<file path="src/rtl/wm_insert_ctrl_pkg.sv">
// Shared types and constants for the watermark insertion sequencer.
// Holds the FSM state encoding, symbol/pixel widths and symbol unpacking.
package wm_insert_ctrl_pkg;

   localparam int WM_SYMS_PER_BYTE = 4;
   localparam int SYM_W            = 2;
   localparam int PIX_W            = 8;

   typedef enum logic [3:0] {
      IDLE,
      RD_WM,
      RD_CUR,
      RD_L,
      RD_U,
      RD_UL,
      CAP,
      EXEC,
      WR,
      DONE
   } state_t;

   // Symbol k of a packed watermark byte, LSB-first.
   function automatic logic [SYM_W-1:0] sym_sel(
      input logic [PIX_W-1:0] b,
      input logic [1:0]       k
   );
      return b[SYM_W*k +: SYM_W];
   endfunction

endpackage

</file>
<file path="src/rtl/wm_insert_ctrl_if.sv">
// Memory and datapath bus of the watermark insertion sequencer.
// master: the sequencer; slave: cover/wm RAMs, datapath and output RAM.
interface wm_insert_ctrl_if #(
   parameter int ADDR_W = 12
);
   import wm_insert_ctrl_pkg::*;

   logic                  cover_rd_en;
   logic [ADDR_W-1:0]     cover_rd_addr;
   logic [PIX_W-1:0]      cover_rd_data;

   logic                  wm_rd_en;
   logic [ADDR_W-3:0]     wm_rd_addr;
   logic [PIX_W-1:0]      wm_rd_data;

   logic [PIX_W-1:0]      dp_a1;
   logic [PIX_W-1:0]      dp_a2;
   logic [PIX_W-1:0]      dp_data1;
   logic [PIX_W-1:0]      dp_data2;
   logic [PIX_W-1:0]      dp_data3;
   logic [PIX_W-1:0]      dp_data4;
   logic [SYM_W-1:0]      dp_wm;
   logic [PIX_W-1:0]      dp_result;

   logic                  out_wr_en;
   logic [ADDR_W-1:0]     out_wr_addr;
   logic [PIX_W-1:0]      out_wr_data;

   modport master (
      output cover_rd_en, cover_rd_addr,
      input  cover_rd_data,
      output wm_rd_en, wm_rd_addr,
      input  wm_rd_data,
      output dp_a1, dp_a2,
      output dp_data1, dp_data2, dp_data3, dp_data4, dp_wm,
      input  dp_result,
      output out_wr_en, out_wr_addr, out_wr_data
   );

   modport slave (
      input  cover_rd_en, cover_rd_addr,
      output cover_rd_data,
      input  wm_rd_en, wm_rd_addr,
      output wm_rd_data,
      input  dp_a1, dp_a2,
      input  dp_data1, dp_data2, dp_data3, dp_data4, dp_wm,
      output dp_result,
      input  out_wr_en, out_wr_addr, out_wr_data
   );

endinterface

</file>
<file path="src/rtl/wm_insert_addr_gen.sv">
// Raster position and clamped neighbour addresses for the sequencer.
// Ports: clr/adv control, pix_n, cur/left/up/ul addresses, last flag.
module wm_insert_addr_gen #(
   parameter int IMG_W  = 64,
   parameter int IMG_H  = 64,
   parameter int ADDR_W = 12
) (
   input  logic              clk,
   input  logic              rst,
   input  logic              clr,
   input  logic              adv,
   output logic [ADDR_W-1:0] pix_n,
   output logic [ADDR_W-1:0] cur_addr,
   output logic [ADDR_W-1:0] left_addr,
   output logic [ADDR_W-1:0] up_addr,
   output logic [ADDR_W-1:0] ul_addr,
   output logic              last
);

   localparam int XW = $clog2(IMG_W);
   localparam int YW = $clog2(IMG_H);
   localparam logic [ADDR_W-1:0] N_LAST = ADDR_W'(IMG_W*IMG_H - 1);
   localparam logic [ADDR_W-1:0] ROW    = ADDR_W'(IMG_W);

   logic [XW-1:0]     x_q;
   logic [YW-1:0]     y_q;
   logic [ADDR_W-1:0] n_q;
   logic              x_last;
   logic              y_last;

   assign x_last = (x_q == XW'(IMG_W - 1));
   assign y_last = (y_q == YW'(IMG_H - 1));
   assign last   = (n_q == N_LAST);

   // n is kept as its own counter so no y*IMG_W multiply is needed;
   // everything wraps to zero after the last pixel.
   always_ff @(posedge clk or posedge rst) begin
      if (rst) begin
         x_q <= '0;
         y_q <= '0;
         n_q <= '0;
      end else if (clr) begin
         x_q <= '0;
         y_q <= '0;
         n_q <= '0;
      end else if (adv) begin
         n_q <= last ? '0 : n_q + 1'b1;
         if (x_last) begin
            x_q <= '0;
            y_q <= y_last ? '0 : y_q + 1'b1;
         end else begin
            x_q <= x_q + 1'b1;
         end
      end
   end

   // Edge pixels re-read themselves in place of a missing neighbour.
   assign pix_n     = n_q;
   assign cur_addr  = n_q;
   assign left_addr = (x_q == '0) ? n_q : n_q - 1'b1;
   assign up_addr   = (y_q == '0) ? n_q : n_q - ROW;
   assign ul_addr   = (x_q == '0) ? up_addr : up_addr - 1'b1;

endmodule

</file>
<file path="src/rtl/wm_insert_ctrl.sv">
// Watermark insertion sequencer: fetches pixels and symbols, drives the
// datapath and writes results. Ports: clk/rst, start/busy/done, a1/a2, bus.
module wm_insert_ctrl
   import wm_insert_ctrl_pkg::*;
#(
   parameter int IMG_W  = 64,
   parameter int IMG_H  = 64,
   parameter int ADDR_W = 12,
   parameter int DP_LAT = 1
) (
   input  logic             clk,
   input  logic             rst,
   input  logic             start,
   output logic             busy,
   output logic             done,
   input  logic [PIX_W-1:0] a1_in,
   input  logic [PIX_W-1:0] a2_in,
   wm_insert_ctrl_if.master bus
);

   localparam int LAT_W = (DP_LAT > 1) ? $clog2(DP_LAT) : 1;

   state_t            state_q;
   state_t            state_d;
   logic [LAT_W-1:0]  exec_q;
   logic              exec_end;
   logic              clr;
   logic              adv;

   logic [ADDR_W-1:0] pix_n;
   logic [ADDR_W-1:0] cur_addr;
   logic [ADDR_W-1:0] left_addr;
   logic [ADDR_W-1:0] up_addr;
   logic [ADDR_W-1:0] ul_addr;
   logic              last;
   logic              last_q;
   logic [ADDR_W-1:0] wr_addr_q;

   logic [PIX_W-1:0]  wm_byte;
   logic [PIX_W-1:0]  cur_q;
   logic [PIX_W-1:0]  left_q;
   logic [PIX_W-1:0]  up_q;

   logic              nx_busy;
   logic              nx_done;
   logic              nx_wm_en;
   logic              nx_cover_en;
   logic [ADDR_W-1:0] nx_cover_addr;

   wm_insert_addr_gen #(
      .IMG_W  (IMG_W),
      .IMG_H  (IMG_H),
      .ADDR_W (ADDR_W)
   ) u_addr_gen (
      .clk       (clk),
      .rst       (rst),
      .clr       (clr),
      .adv       (adv),
      .pix_n     (pix_n),
      .cur_addr  (cur_addr),
      .left_addr (left_addr),
      .up_addr   (up_addr),
      .ul_addr   (ul_addr),
      .last      (last)
   );

   assign exec_end = (exec_q == LAT_W'(DP_LAT - 1));
   assign clr      = (state_q == IDLE) && start;
   // Position advances as EXEC ends, so in WR it already names the
   // next pixel; the pixel being written is held in wr_addr_q/last_q.
   assign adv      = (state_q == EXEC) && exec_end;

   always_comb begin
      state_d = state_q;
      unique case (state_q)
         IDLE:    if (start) state_d = RD_WM;
         RD_WM:   state_d = RD_CUR;
         RD_CUR:  state_d = RD_L;
         RD_L:    state_d = RD_U;
         RD_U:    state_d = RD_UL;
         RD_UL:   state_d = CAP;
         CAP:     state_d = EXEC;
         EXEC:    if (exec_end) state_d = WR;
         WR: begin
            if (last_q)
               state_d = DONE;
            else if (pix_n[1:0] == 2'd0)
               state_d = RD_WM;
            else
               state_d = RD_CUR;
         end
         DONE:    state_d = IDLE;
         default: state_d = IDLE;
      endcase
   end

   // Strobes are decoded from the next state so the registered
   // outputs line up with the state they belong to.
   always_comb begin
      nx_cover_en   = 1'b0;
      nx_cover_addr = '0;
      unique case (state_d)
         RD_CUR: begin
            nx_cover_en   = 1'b1;
            nx_cover_addr = cur_addr;
         end
         RD_L: begin
            nx_cover_en   = 1'b1;
            nx_cover_addr = left_addr;
         end
         RD_U: begin
            nx_cover_en   = 1'b1;
            nx_cover_addr = up_addr;
         end
         RD_UL: begin
            nx_cover_en   = 1'b1;
            nx_cover_addr = ul_addr;
         end
         default: ;
      endcase
      nx_wm_en = (state_d == RD_WM);
      nx_busy  = !(state_d inside {IDLE, DONE});
      nx_done  = (state_d == DONE);
   end

   always_ff @(posedge clk or posedge rst) begin
      if (rst) begin
         state_q           <= IDLE;
         busy              <= 1'b0;
         done              <= 1'b0;
         exec_q            <= '0;
         last_q            <= 1'b0;
         wr_addr_q         <= '0;
         wm_byte           <= '0;
         cur_q             <= '0;
         left_q            <= '0;
         up_q              <= '0;
         bus.cover_rd_en   <= 1'b0;
         bus.cover_rd_addr <= '0;
         bus.wm_rd_en      <= 1'b0;
         bus.wm_rd_addr    <= '0;
         bus.dp_a1         <= '0;
         bus.dp_a2         <= '0;
         bus.dp_data1      <= '0;
         bus.dp_data2      <= '0;
         bus.dp_data3      <= '0;
         bus.dp_data4      <= '0;
         bus.dp_wm         <= '0;
         bus.out_wr_en     <= 1'b0;
         bus.out_wr_addr   <= '0;
         bus.out_wr_data   <= '0;
      end else begin
         state_q           <= state_d;
         busy              <= nx_busy;
         done              <= nx_done;
         bus.cover_rd_en   <= nx_cover_en;
         bus.cover_rd_addr <= nx_cover_addr;
         bus.wm_rd_en      <= nx_wm_en;
         bus.wm_rd_addr    <= nx_wm_en ? pix_n[ADDR_W-1:2] : '0;
         bus.out_wr_en     <= (state_q == WR);

         if (clr) begin
            bus.dp_a1 <= a1_in;
            bus.dp_a2 <= a2_in;
         end

         if (state_q == CAP)
            exec_q <= '0;
         else if (state_q == EXEC)
            exec_q <= exec_q + 1'b1;

         // Each RAM byte is taken the state after its strobe.
         if (state_q == RD_CUR && pix_n[1:0] == 2'd0)
            wm_byte <= bus.wm_rd_data;
         if (state_q == RD_L)
            cur_q <= bus.cover_rd_data;
         if (state_q == RD_U)
            left_q <= bus.cover_rd_data;
         if (state_q == RD_UL)
            up_q <= bus.cover_rd_data;

         if (state_q == CAP) begin
            bus.dp_data1 <= cur_q;
            bus.dp_data2 <= left_q;
            bus.dp_data3 <= up_q;
            bus.dp_data4 <= bus.cover_rd_data;
            bus.dp_wm    <= sym_sel(wm_byte, pix_n[1:0]);
            wr_addr_q    <= pix_n;
            last_q       <= last;
         end

         // dp_result is only settled during WR, so the write is
         // registered on the edge that closes WR.
         if (state_q == WR) begin
            bus.out_wr_addr <= wr_addr_q;
            bus.out_wr_data <= bus.dp_result;
         end
      end
   end

endmodule

</file>
<file path="src/flat_wrapper.sv">
// flat-port wrapper written by rule: the top's interface ports become plain ports
module wm_insert_ctrl_flat import wm_insert_ctrl_pkg::*;
#(
   parameter int IMG_W  = 64,
   parameter int IMG_H  = 64,
   parameter int ADDR_W = 12,
   parameter int DP_LAT = 1
)
  (clk, rst, start, busy, done, a1_in, a2_in, bus_cover_rd_en, bus_cover_rd_addr, bus_cover_rd_data, bus_wm_rd_en, bus_wm_rd_addr, bus_wm_rd_data, bus_dp_a1, bus_dp_a2, bus_dp_data1, bus_dp_data2, bus_dp_data3, bus_dp_data4, bus_dp_wm, bus_dp_result, bus_out_wr_en, bus_out_wr_addr, bus_out_wr_data);
  wm_insert_ctrl_if #(.ADDR_W(ADDR_W)) bus_i ();
  input  logic clk;
  input  logic rst;
  input  logic start;
  output logic busy;
  output logic done;
  input  logic [PIX_W-1:0] a1_in;
  input  logic [PIX_W-1:0] a2_in;
  output wire logic [$bits(bus_i.cover_rd_en)-1:0] bus_cover_rd_en;
  output wire logic [$bits(bus_i.cover_rd_addr)-1:0] bus_cover_rd_addr;
  input wire logic [$bits(bus_i.cover_rd_data)-1:0] bus_cover_rd_data;
  output wire logic [$bits(bus_i.wm_rd_en)-1:0] bus_wm_rd_en;
  output wire logic [$bits(bus_i.wm_rd_addr)-1:0] bus_wm_rd_addr;
  input wire logic [$bits(bus_i.wm_rd_data)-1:0] bus_wm_rd_data;
  output wire logic [$bits(bus_i.dp_a1)-1:0] bus_dp_a1;
  output wire logic [$bits(bus_i.dp_a2)-1:0] bus_dp_a2;
  output wire logic [$bits(bus_i.dp_data1)-1:0] bus_dp_data1;
  output wire logic [$bits(bus_i.dp_data2)-1:0] bus_dp_data2;
  output wire logic [$bits(bus_i.dp_data3)-1:0] bus_dp_data3;
  output wire logic [$bits(bus_i.dp_data4)-1:0] bus_dp_data4;
  output wire logic [$bits(bus_i.dp_wm)-1:0] bus_dp_wm;
  input wire logic [$bits(bus_i.dp_result)-1:0] bus_dp_result;
  output wire logic [$bits(bus_i.out_wr_en)-1:0] bus_out_wr_en;
  output wire logic [$bits(bus_i.out_wr_addr)-1:0] bus_out_wr_addr;
  output wire logic [$bits(bus_i.out_wr_data)-1:0] bus_out_wr_data;
  assign bus_cover_rd_en = bus_i.cover_rd_en;
  assign bus_cover_rd_addr = bus_i.cover_rd_addr;
  assign bus_i.cover_rd_data = bus_cover_rd_data;
  assign bus_wm_rd_en = bus_i.wm_rd_en;
  assign bus_wm_rd_addr = bus_i.wm_rd_addr;
  assign bus_i.wm_rd_data = bus_wm_rd_data;
  assign bus_dp_a1 = bus_i.dp_a1;
  assign bus_dp_a2 = bus_i.dp_a2;
  assign bus_dp_data1 = bus_i.dp_data1;
  assign bus_dp_data2 = bus_i.dp_data2;
  assign bus_dp_data3 = bus_i.dp_data3;
  assign bus_dp_data4 = bus_i.dp_data4;
  assign bus_dp_wm = bus_i.dp_wm;
  assign bus_i.dp_result = bus_dp_result;
  assign bus_out_wr_en = bus_i.out_wr_en;
  assign bus_out_wr_addr = bus_i.out_wr_addr;
  assign bus_out_wr_data = bus_i.out_wr_data;
  wm_insert_ctrl #(.IMG_W(IMG_W), .IMG_H(IMG_H), .ADDR_W(ADDR_W), .DP_LAT(DP_LAT)) u_core (.clk(clk), .rst(rst), .start(start), .busy(busy), .done(done), .a1_in(a1_in), .a2_in(a2_in), .bus(bus_i));
endmodule
</file>
<file path="config.mk">
export PLATFORM = sky130hd
export DESIGN_NAME = wm_insert_ctrl_flat
export DESIGN_NICKNAME = d
export VERILOG_FILES = /design/src/rtl/wm_insert_ctrl_pkg.sv /design/src/rtl/wm_insert_ctrl_if.sv /design/src/rtl/wm_insert_addr_gen.sv /design/src/rtl/wm_insert_ctrl.sv /design/src/flat_wrapper.sv
export SDC_FILE = /design/constraint.sdc
export NUM_CORES = 1
export LEC_CHECK = 0
export ABC_AREA = 1
export CAP_MARGIN = 20
export CELL_PAD_IN_SITES_DETAIL_PLACEMENT = 2
export CELL_PAD_IN_SITES_GLOBAL_PLACEMENT = 2
export CORE_ASPECT_RATIO = 1.75
export CORE_UTILIZATION = 28
export DETAILED_ROUTE_END_ITERATION = 10
export PLACE_DENSITY_LB_ADDON = 0.1
export RECOVER_POWER = 100
export SLEW_MARGIN = 20
export SYNTH_ARGS = -nofsm -noshare
export SYNTH_HDL_FRONTEND = slang
export SYNTH_SLANG_ARGS = --single-unit
</file>
<file path="constraint.sdc">
create_clock -name clk -period 5.9 [get_ports clk]
set_clock_uncertainty 0.05 [all_clocks]
set_input_delay 0.885 -clock clk [delete_from_list [all_inputs] [get_ports clk]]
set_output_delay 0.885 -clock clk [all_outputs]
set_load 0.1 [all_outputs]
</file>
==> results of run 1 <==
## cell families after synthesis
kind of cell / Yosys count
AND/OR/NAND/NOR: 480
AO/OA/AOI/OAI: 107
multiplexers: 7
buffers and inverters: 100
XOR/XNOR: 7
adder cells (fa/ha/maj): 9
flip-flops: 171
## worst reg2reg max path: stages, from the launching register on
cell                      delay, ns
sky130_fd_sc_hd__dfrtp_1       0.43
sky130_fd_sc_hd__nor2_1        0.30
sky130_fd_sc_hd__nand3_1       0.83
sky130_fd_sc_hd__o21ai_0       0.62
sky130_fd_sc_hd__nor2_1        0.21
sky130_fd_sc_hd__nand3_1       0.27
sky130_fd_sc_hd__nand2_1       0.22
sky130_fd_sc_hd__nand2_1       0.12
sky130_fd_sc_hd__o21ai_0       0.14
## layout make-up
cell class,count,area [sq um]
Fill cell,2947,16400
Sequential cell,171,4279
Clock buffer,20,446.7
Tap cell,320,400.4
Clock inverter,12,161.4
Multi-Input combinational cell,610,2780
Inverter,70,264.0
Timing Repair Buffer,144,1426
## state kept, by name (all words and copies together) (netlist names), 10 cells and up
name and flops:
u_core.bus.wm_rd_addr 10, u_core.wr_addr_q 12, u_core.u_addr_gen.cur_addr 12, u_core.bus.cover_rd_addr 12, u_core.bus.out_wr_addr 12
## per-layer routing
layer | track usage, % | up-vias | part of all wire (%)
met2 | 38.09 | 101 | 58
met4 | 6.747 | 0 | 1.8
met3 | 3.231 | 21 | 2.2
met1 | 19.57 | 3221 | 38
li1 | - | 3048 | -
met5 | 0 | - | 0
## report_power, final
group / switching (mW) / total, mW / internal [mW]
Sequential: 0.0134 / 1.21 / 1.20
Combinational: 0.162 / 0.217 / 0.0549
Clock: 0.504 / 1.19 / 0.682
Total: 0.679 / 2.61 / 1.94
## final timing paths
check | start | to | slack [ns] | cells after the start
max in group clk | start | u_core.u_addr_gen.cur_addr[11]$_DFFE_PP0P_ | 2.47 | 9
worst max register to register | u_core.state_q[0]$_DFF_PP0_ | u_core.bus.cover_rd_addr[0]$_DFF_PP0_ | 2.55 | 8
worst min-delay path | u_core.left_q[1]$_DFFE_PP0P_ | u_core.bus.dp_data2[1]$_DFFE_PP0P_ | 0.42 | 2
worst max-delay path | rst | u_core.u_addr_gen.y_q[1]$_DFFE_PP0P_ | 2.40 | 2
worst min register to register | u_core.left_q[1]$_DFFE_PP0P_ | u_core.bus.dp_data2[1]$_DFFE_PP0P_ | 0.42 | 2
min in group asynchronous | rst | u_core.bus.out_wr_data[2]$_DFFE_PP0N_ | 1.84 | 2
## cells in the final DEF (no fill, tap or decap), types with 9 or more instances in the layout
cell | Yosys | final
sky130_fd_sc_hd__ha_1 | 9 | 9
sky130_fd_sc_hd__clkbuf_16 | 0 | 17
sky130_fd_sc_hd__dfrtp_1 | 171 | 171
sky130_fd_sc_hd__o21ai_0 | 68 | 75
sky130_fd_sc_hd__clkdlybuf4s50_1 | 0 | 32
sky130_fd_sc_hd__dlygate4sd3_1 | 0 | 107
sky130_fd_sc_hd__nor2_1 | 66 | 70
sky130_fd_sc_hd__nor3_1 | 8 | 9
sky130_fd_sc_hd__inv_2 | 15 | 9
sky130_fd_sc_hd__nand3_1 | 42 | 45
sky130_fd_sc_hd__nand2_1 | 327 | 328
sky130_fd_sc_hd__inv_1 | 53 | 56
sky130_fd_sc_hd__a21oi_1 | 17 | 17
sky130_fd_sc_hd__nor2_2 | 12 | 11
==> reports/summary.json, run 1 <==
{
  "setup_path": {
    "timing.critical_path.arrival_ns": 3.43,
    "sequence_of_cells_on_the_critical_path": "dlygate4sd3_1 -> clkinvlp_2",
    "path_delay_family": "buffers and inverters",
    "crit_path_top_delay_cell": "sky130_fd_sc_hd__clkinvlp_2",
    "critPathCaptureType": "asynchronous set/reset pin",
    "start_kind": "input port",
    "required_ns": 5.83,
    "cp_slowest_stage_delay_ns": 1.92,
    "worst-path-max-fanout": 75,
    "critPathBufInv": 2,
    "criticalPathCategory": "in2async"
  },
  "clock_tree": {
    "postCtsSetupBuffers": 0,
    "clockRootBuffer": "sky130_fd_sc_hd__clkbuf_16",
    "cts_max_path_buffers": 2,
    "cts.clk_slew.worst_paths_ns": 0.06,
    "cts-buffers-inserted": 17,
    "clock_latency_ns": 0.45,
    "total_number_of_h_tree_levels": 4,
    "cts_hold_buffers_added": 0,
    "tritoncts": "yes",
    "cts.sinks": 171,
    "cts_repair_resize_count": 0
  },
  "timing": {
    "timing.final.setup_violations": 0,
    "postLayoutSetupSlackWorst_ns": 2.399,
    "final_max_slew_viol_count": 171,
    "hold_ws_ns": 0.4248,
    "relSlewSlack_pct": -130.6,
    "worstMarginPinSlew_ns": 3.441,
    "achievable-frequency_mhz": 285.6,
    "rsz0062_at_grt": "no",
    "period_minus_slack_ns": 3.501,
    "tns_ns": 0,
    "finalHoldViolations": 0,
    "post-route-period-util_pct": 59.34
  },
  "floorplanning": {
    "dieWidth_um": 125.8,
    "top_level_ports": 140,
    "core_area_sq_um": 26160,
    "fp.dieArea_sq_um": 27490,
    "floorplan.die.height_um": 218.6,
    "rows": 78,
    "start_util_pct": 28.69
  },
  "yosys": {
    "ys_async_sr_fraction_pct": 100.0,
    "biggest_area_consumer_among_synthesized_cells": "sky130_fd_sc_hd__dfrtp_1",
    "ys_seq_area_share_pct": 57.02,
    "synth_common_cells": "sky130_fd_sc_hd__nand2_1 (327), sky130_fd_sc_hd__dfrtp_1 (171), sky130_fd_sc_hd__o21ai_0 (68), sky130_fd_sc_hd__nor2_1 (66), sky130_fd_sc_hd__inv_1 (53)",
    "synthMuxAreaShare_pct": 1.050,
    "ys_top_cells_by_area": "sky130_fd_sc_hd__dfrtp_1 (57%), sky130_fd_sc_hd__nand2_1 (16%), sky130_fd_sc_hd__o21ai_0 (4.5%)",
    "synth_warnings": 0,
    "synth_compound_gate_area_share_pct": 7.536,
    "synthAdderAreaFrac_pct": 1.501,
    "ys_dominant_reg_cell": "sky130_fd_sc_hd__dfrtp_1",
    "synth.distinct_cells": 34,
    "synth_top_family_by_area": "simple AND/OR/NAND/NOR gates",
    "synth-edff-count": 0,
    "yosysTopAreaCellShare_pct": 57.02,
    "syn_inst": 881,
    "synth_area_per_cell_sq_um": 8.518,
    "postSynthNetCount": 933,
    "synth.ff_latch_count": 171,
    "synthesized_area_fraction_occupied_by_xor_and_xnor_cells_pct": 0.8169,
    "yosysMostFrequentCell": "sky130_fd_sc_hd__nand2_1",
    "synth-simple-area-share_pct": 26.84,
    "synth_area_sq_um": 7505
  },
  "routing": {
    "num_vias": 6391,
    "detail_route.iter0.violations": 233,
    "detail_route.wl_per_cell_um": 18.06,
    "drcViolationCount": 0,
    "vias_per_cell": 4.745,
    "postRouteAntennaNets": 0,
    "drt_pre_antenna_iters": 4,
    "wirelength_mm": 24.33
  },
  "final_layout": {
    "ant_diodes": 0,
    "post_route_cells_drive_above_1_share_pct": 6.524,
    "relative_area_change_from_synthesis_to_final_layout_pct": 30.03,
    "utilization_pct": 37.31,
    "final_cell_count_no_fill": 1347,
    "design.final.nets": 1066,
    "final_design_area_no_fill_sq_um": 9758
  },
  "place": {
    "finalWeightedCongestion": 0.7590,
    "place_inst": 1315,
    "placement.setup.worst_slack_ns": 2.708,
    "dpl-instance-area_sq_um": 9224,
    "number_of_buffers_added_on_ports": 139,
    "dpl.hpwl_mm": 17.77
  },
  "pwr": {
    "vdd.ir_drop.worst_mv": 0.1941,
    "post-layout-total-power_mw": 2.615,
    "p_leak_nw": 4.887,
    "powerDensity_nw_per_um2": 268.0
  },
  "status": {
    "status": "finished with violations",
    "violations_in_the_final_reports": "max-capacitance violations, max-slew violations"
  },
  "flow_run": {
    "max-cap-violations": 3
  },
  "grt": {
    "grt_pass1_wl_mm": 39.40,
    "grt_pass1_vias": 6978,
    "antenna_found_initial": 0,
    "global_route.usage.total_pct": 19.08,
    "grt_max_degree": 98,
    "globalRouteOverflowTotal": 0
  },
  "hold_path": {
    "hold_path_class": "reg2reg"
  }
}
(Power assumes the default switching activity.)
==> inputs of run 2 (changes only) <==
- CORE_UTILIZATION: 28 -> 30
- clock period: 5.9 -> 3.4 ns (I/O delays scaled with it)
==> reports/summary.json, run 2 (same netlist as run 1, synthesis figures left out) <==
{
  "routing": {
    "wirelength": {"value": 24.25, "unit": "mm", "change": "-0.30%"},
    "postRouteAntennaNets": {"value": 0, "change": "unchanged"},
    "detail_route.iter0.violations": {"value": 223, "change": "-4.3%"},
    "num_vias": {"value": 6440, "change": "+0.77%"},
    "detail_route.wl_per_cell": {"value": 18.09, "unit": "um", "change": "+0.15%"},
    "vias_per_cell": {"value": 4.802, "change": "+1.2%"},
    "drcViolationCount": {"value": 0, "change": "unchanged"},
    "drt_pre_antenna_iters": {"value": 4, "change": "unchanged"}
  },
  "setup_path": {
    "reg2regPathDepth": {"value": 9, "change": "+1"},
    "rr_startpoint": "u_core.state_q[3]$_DFF_PP0_",
    "timing.critical_path.arrival": {"value": 3.09, "unit": "ns", "change": "-0.34 ns"},
    "sequence_of_cells_on_the_critical_path": "nor2_1 -> nand2_1 -> nand2_1 -> inv_1 -> nand2_1 -> nor2_2 -> nand2_4 -> nand3_2 -> nor2_1",
    "cp_common_cell": "sky130_fd_sc_hd__nand2_1",
    "criticalPathCategory": "reg2reg",
    "cp_slowest_stage_delay": {"value": 0.52, "unit": "ns", "change": "-1.40 ns"},
    "path_delay_family": "simple AND/OR/NAND/NOR gates",
    "critPathBufInv": {"value": 1, "change": "-1"},
    "critPathCaptureType": "register",
    "required": {"value": 3.71, "unit": "ns", "change": "-2.12 ns"},
    "start_kind": "register",
    "reg2reg_slack": {"value": 0.62, "unit": "ns", "change": "-1.93 ns"},
    "r2r-end": "u_core.bus.wm_rd_addr[6]$_DFF_PP0_",
    "worst-path-max-fanout": {"value": 18, "change": "-76%"},
    "crit_path_top_delay_cell": "sky130_fd_sc_hd__nand2_1"
  },
  "place": {
    "number_of_buffers_added_on_ports": {"value": 139, "change": "unchanged"},
    "finalWeightedCongestion": {"value": 0.7686, "change": "+1.3%"},
    "placement.setup.worst_slack": {"value": 0.8430, "unit": "ns", "change": "-1.865 ns"},
    "dpl-instance-area": {"value": 9235, "unit": "sq um", "change": "+0.12%"},
    "dpl.hpwl": {"value": 18.08, "unit": "mm", "change": "+1.7%"}
  },
  "clock_tree": {
    "tritoncts": "yes",
    "cts.clk_slew.worst_paths": {"value": 0.07, "unit": "ns", "change": "about the same"},
    "cts_hold_buffers_added": {"value": 0, "change": "unchanged"},
    "postCtsSetupBuffers": {"value": 0, "change": "unchanged"},
    "cts_max_path_buffers": {"value": 2, "change": "unchanged"},
    "clock_latency": {"value": 0.45, "unit": "ns", "change": "about the same"},
    "cts.sinks": {"value": 171, "change": "unchanged"},
    "cts-buffers-inserted": {"value": 17, "change": "unchanged"},
    "cts_repair_resize_count": {"value": 0, "change": "unchanged"},
    "total_number_of_h_tree_levels": {"value": 4, "change": "unchanged"},
    "clockRootBuffer": "sky130_fd_sc_hd__clkbuf_16"
  },
  "floorplanning": {
    "top_level_ports": {"value": 140, "change": "unchanged"},
    "rows": {"value": 76, "change": "-2.6%"},
    "start_util": {"value": 30.47, "unit": "%", "change": "+1.8 points"},
    "floorplan.die.height": {"value": 211.2, "unit": "um", "change": "-3.4%"},
    "core_area": {"value": 24630, "unit": "sq um", "change": "-5.8%"},
    "fp.dieArea": {"value": 25680, "unit": "sq um", "change": "-6.6%"},
    "dieWidth": {"value": 121.6, "unit": "um", "change": "-3.3%"}
  },
  "hold_path": {
    "hold_path_end": "u_core.bus.dp_data2[7]$_DFFE_PP0P_",
    "hold_path_class": "reg2reg",
    "hold_path_startpoint": "u_core.left_q[7]$_DFFE_PP0P_",
    "whs_path_depth": {"value": 2, "change": "unchanged"}
  },
  "grt": {
    "global_route.usage.total": {"value": 20.58, "unit": "%", "change": "+1.5 points"},
    "grt_max_degree": {"value": 65, "change": "-34%"},
    "grt_pass1_vias": {"value": 7012, "change": "+0.49%"},
    "globalRouteOverflowTotal": {"value": 0, "change": "unchanged"},
    "grt_pass1_wl": {"value": 39.32, "unit": "mm", "change": "-0.19%"},
    "antenna_found_initial": {"value": 0, "change": "unchanged"}
  },
  "timing": {
    "rsz0062_at_grt": "no",
    "final_max_slew_viol_count": {"value": 0, "change": "-100%"},
    "period_minus_slack_ns": 2.779,
    "finalHoldViolations": {"value": 0, "change": "unchanged"},
    "worstMarginPinSlew": {"value": 1.321, "unit": "ns", "change": "-2.120 ns"},
    "post-route-period-util_pct": 81.73,
    "postLayoutSetupSlackWorst": {"value": 0.6211, "unit": "ns", "change": "-1.778 ns"},
    "tns": {"value": 0, "unit": "ns", "change": "unchanged"},
    "relSlewSlack": {"value": 11.95, "unit": "%", "change": "+140 points"},
    "achievable-frequency_mhz": 359.9,
    "timing.final.setup_violations": {"value": 0, "change": "unchanged"}
  },
  "pwr": {
    "switching_power": {"value": 1.191, "unit": "mW", "change": "+75%"},
    "vdd.ir_drop.worst": {"value": 0.3014, "unit": "mV", "change": "+55%"},
    "power.internal": {"value": 3.411, "unit": "mW", "change": "+76%"},
    "seq_power_share": {"value": 45.7, "unit": "%", "change": "-0.6 points"},
    "power.share.switching": {"value": 25.88, "unit": "%", "change": "-0.10 points"},
    "powerDensity": {"value": 473.9, "unit": "nW/um^2", "change": "+77%"},
    "post-layout-total-power": {"value": 4.602, "unit": "mW", "change": "+76%"},
    "p_leak": {"value": 4.859, "unit": "nW", "change": "-0.56%"},
    "clockPowerShare": {"value": 46.0, "unit": "%", "change": "+0.6 points"},
    "combinationalPowerShare": {"value": 8.3, "unit": "%", "change": "about the same"}
  },
  "final_layout": {
    "relative_area_change_from_synthesis_to_final_layout_pct": 29.39,
    "final_design_area_no_fill": {"value": 9711, "unit": "sq um", "change": "-0.49%"},
    "ant_diodes": {"value": 0, "change": "unchanged"},
    "layout.cells.most_common_list": "sky130_fd_sc_hd__nand2_1 (329), sky130_fd_sc_hd__dfrtp_1 (171), sky130_fd_sc_hd__dlygate4sd3_1 (88), sky130_fd_sc_hd__nor2_1 (74), sky130_fd_sc_hd__o21ai_0 (69)",
    "mostFrequentLayoutCell": "sky130_fd_sc_hd__nand2_1",
    "post_route_cells_drive_above_1_share": {"value": 6.414, "unit": "%", "change": "-0.11 points"},
    "design.final.nets": {"value": 1069, "change": "+0.28%"}
  },
  "status": {
    "status": "finished, final reports clean"
  },
  "flow_run": {
    "max-cap-violations": {"value": 0, "change": "-3"}
  }
}
[run 2: cell count changes in the layout (fill, tap and decap cells not counted), sizes merged]
cell | previous run | this run
bufinv | 3 | 4
clkinvlp | 3 | 2
clkdlybuf4s50 | 32 | 41
inv | 68 | 71
clkinv | 8 | 6
dlygate4sd3 | 107 | 88
buf | 1 | 3
clkbuf | 24 | 33
[run 2: worst max-delay path by stage]
| stage | cells after the start | to | slack (ns) | startpoint |
|---|---|---|---|---|
| 4_1_cts | 1 | bus_out_wr_addr[4] | 0.80 | u_core.bus.out_wr_addr[4]$_DFFE_PP0N_ |
| 2_1_floorplan | 1 | u_core.bus.cover_rd_addr[0]$_DFF_PP0_ | 0.66 | rst |
| 3_3_place_gp | 9 | u_core.u_addr_gen.y_q[5]$_DFFE_PP0P_ | 0.93 | start |
| 5_1_grt | 10 | u_core.bus.cover_rd_addr[2]$_DFF_PP0_ | 0.36 | u_core.state_q[3]$_DFF_PP0_ |
| 3_5_place_dp | 9 | u_core.u_addr_gen.y_q[5]$_DFFE_PP0P_ | 0.84 | start |
| 6_report | 9 | u_core.bus.wm_rd_addr[6]$_DFF_PP0_ | 0.62 | u_core.state_q[3]$_DFF_PP0_ |
[run 2: power groups by stage]
stage	logic, mW	clock network (mW)	registers, mW
finish	0.382	2.12	2.10
global route	0.408	2.24	2.11
CTS	0.405	2.17	2.10
detailed placement	0.402	0	2.14
global placement	0.398	0	2.14
floorplan	0.0688	0	2.33
[run 2: metrics by stage]
step           cells  utilization (%)  hold slack, ns
3_3_place_gp    1310            37.50          0.4007
6_report        1341            39.43          0.4183
3_5_place_dp    1310            37.50          0.4081
2_1_floorplan    881                -          0.3922
5_1_grt         1341            39.43          0.4383
4_1_cts         1341            40.01          0.4246
[run 2: worst min-delay path: cells and delay by family (launching register included)]
family	cells	cell delay, ns
AND/OR/NAND/NOR	2	0.09
flip-flops	1	0.34
[run 2: area by class of cell]
| type | instances | area [sq um] |
|---|---|---|
| Clock buffer | 18 | 429.2 |
| Clock inverter | 13 | 188.9 |
| Fill cell | 2798 | 14920 |
| Inverter | 70 | 264.0 |
| Multi-Input combinational cell | 610 | 2773 |
| Sequential cell | 171 | 4279 |
| Tap cell | 312 | 390.4 |
| Timing Repair Buffer | 147 | 1386 |
[run 2: metal layers]
layer / vias up / track usage [%] / routed length, um
li1: 3059 / - / -
met1: 3224 / 21.15 / 8913
met2: 122 / 39.64 / 13950
met3: 35 / 3.105 / 641
met4: 0 / 9.706 / 745
met5: - / 0 / 0
==> RTL change: new RTL, settings of run 2 <==
Register the input `start` before use, cleared by the reset. The logic sees it one clock later. The other inputs are not delayed to match.
--- a/src/rtl/wm_insert_ctrl.sv
+++ b/src/rtl/wm_insert_ctrl.sv
@@ -22,2 +22,12 @@
 
+   logic start_q;
+
+   always_ff @(posedge clk or posedge rst) begin
+      if (rst) begin
+         start_q <= '0;
+      end else begin
+         start_q <= start;
+      end
+   end
+
    state_t            state_q;
@@ -67,3 +77,3 @@
    assign exec_end = (exec_q == LAT_W'(DP_LAT - 1));
-   assign clr      = (state_q == IDLE) && start;
+   assign clr      = (state_q == IDLE) && start_q;
    // Position advances as EXEC ends, so in WR it already names the
@@ -75,3 +85,3 @@
       unique case (state_q)
-         IDLE:    if (start) state_d = RD_WM;
+         IDLE:    if (start_q) state_d = RD_WM;
          RD_WM:   state_d = RD_CUR;
Check against the original RTL: not equivalent (a bounded check fails within 4 cycles, from zero or initial values and one cycle with rst high).
==> RTL change against run 2 <==
Cell area increased by 0.14%. Die area decreased by 0.51%. Sequential cell count increased by 1. Wire length increased by 2.2%. Setup slack got worse by 27 ps. First-iteration DRC count decreased by 6.3%. The flow now finishes with violations (max-capacitance violations, max-slew violations). Cell count decreased by 0.89%. Area after synthesis decreased by 0.52%.
Power is not compared: it rests on default switching activity, and its combinational part moved more than twofold at a synthesized area within 25%.
==> RTL change: results (changes against run 2) <==
stage,metric,value,unit,change
setup_path,worst_r2r_path_depth,7,,-2
routing,drt-total-wl,24790,um,+2.2%
global_route,grt_util_met2,39.15,%,-0.48 points
min_path,hold_path.class,in2async,,
flow_run,maxCapViolCount,1,,+1
run_status,outcome,"complete, but fails checks",,
run_status,failed_checks,"max-capacitance violations, max-slew violations",,
final_layout,num-multi-input-gates,600,,-1.6%
timing,fin_hold_ws,380.6,ps,-37.68 ps
cts,cts_sinks,172,,+0.58%
routing,drtIter0Drc,209,,-6.3%
routing,vias_per_cell,4.758,,-0.93%
synthesis,synth.net_count,919,,-1.5%
setup_path,crit_fanout,23,,+5
final_layout,finalNetCount,1056,,-1.2%
placed_design,pre_cts_ws,789.1,ps,-53.94 ps
setup_path,regToRegSetupSlack,590,ps,-30 ps
global_route,grt_pass1_wl,39190,um,-0.35%
setup_path,arrival,3120,ps,+30 ps
final_layout,nClkBuffers,20,,+2
final_layout,seqCellArea,4304,um2,+0.58%
final_layout,nNonClkInverters,66,,-5.7%
timing,drv_slew,72,,+72
timing,fin_crit_sh,82.52,%,+0.78 points
global_route,grt_pass1_vias,7022,,+0.14%
placed_design,dpl-instance-area,9206,um2,-0.31%
RTL change: cell types whose count changed after synthesis, moves of 3 or more:
cell,change
nand2_1,-3
inv_2,-8
o21ai_1,-4
nand3_1,-11
nand4_1,+3
inv_1,+3
nor2_1,+7
o22ai_1,+9
nor2_2,-10
RTL change: critical path: stages (launching register included):
cell      delay (ps)
dfrtp_1          450
nor2_4           220
nand2_2          300
inv_1            680
o21ai_1          230
nand4_4          160
nand3b_1         370
nor2_1           250
RTL change: cell families after synthesis:
| group | after synthesis | share of synthesized area (%) |
|---|---|---|
| buf+inv | 95 | 4.994 |
| xor+xnor | 8 | 0.9385 |
| flops | 172 | 57.65 |
| fa+ha+maj | 9 | 1.508 |
| mux | 7 | 1.056 |
| compound gates | 106 | 7.491 |
| simple gates | 470 | 26.36 |
RTL change: layer usage:
metal  vias to the layer above  part of all wire, %
met5                         -                    0
met4                         0                  4.1
met3                        44                  2.4
met2                       121                   56
met1                      3135                   38
li1                       3023                    -
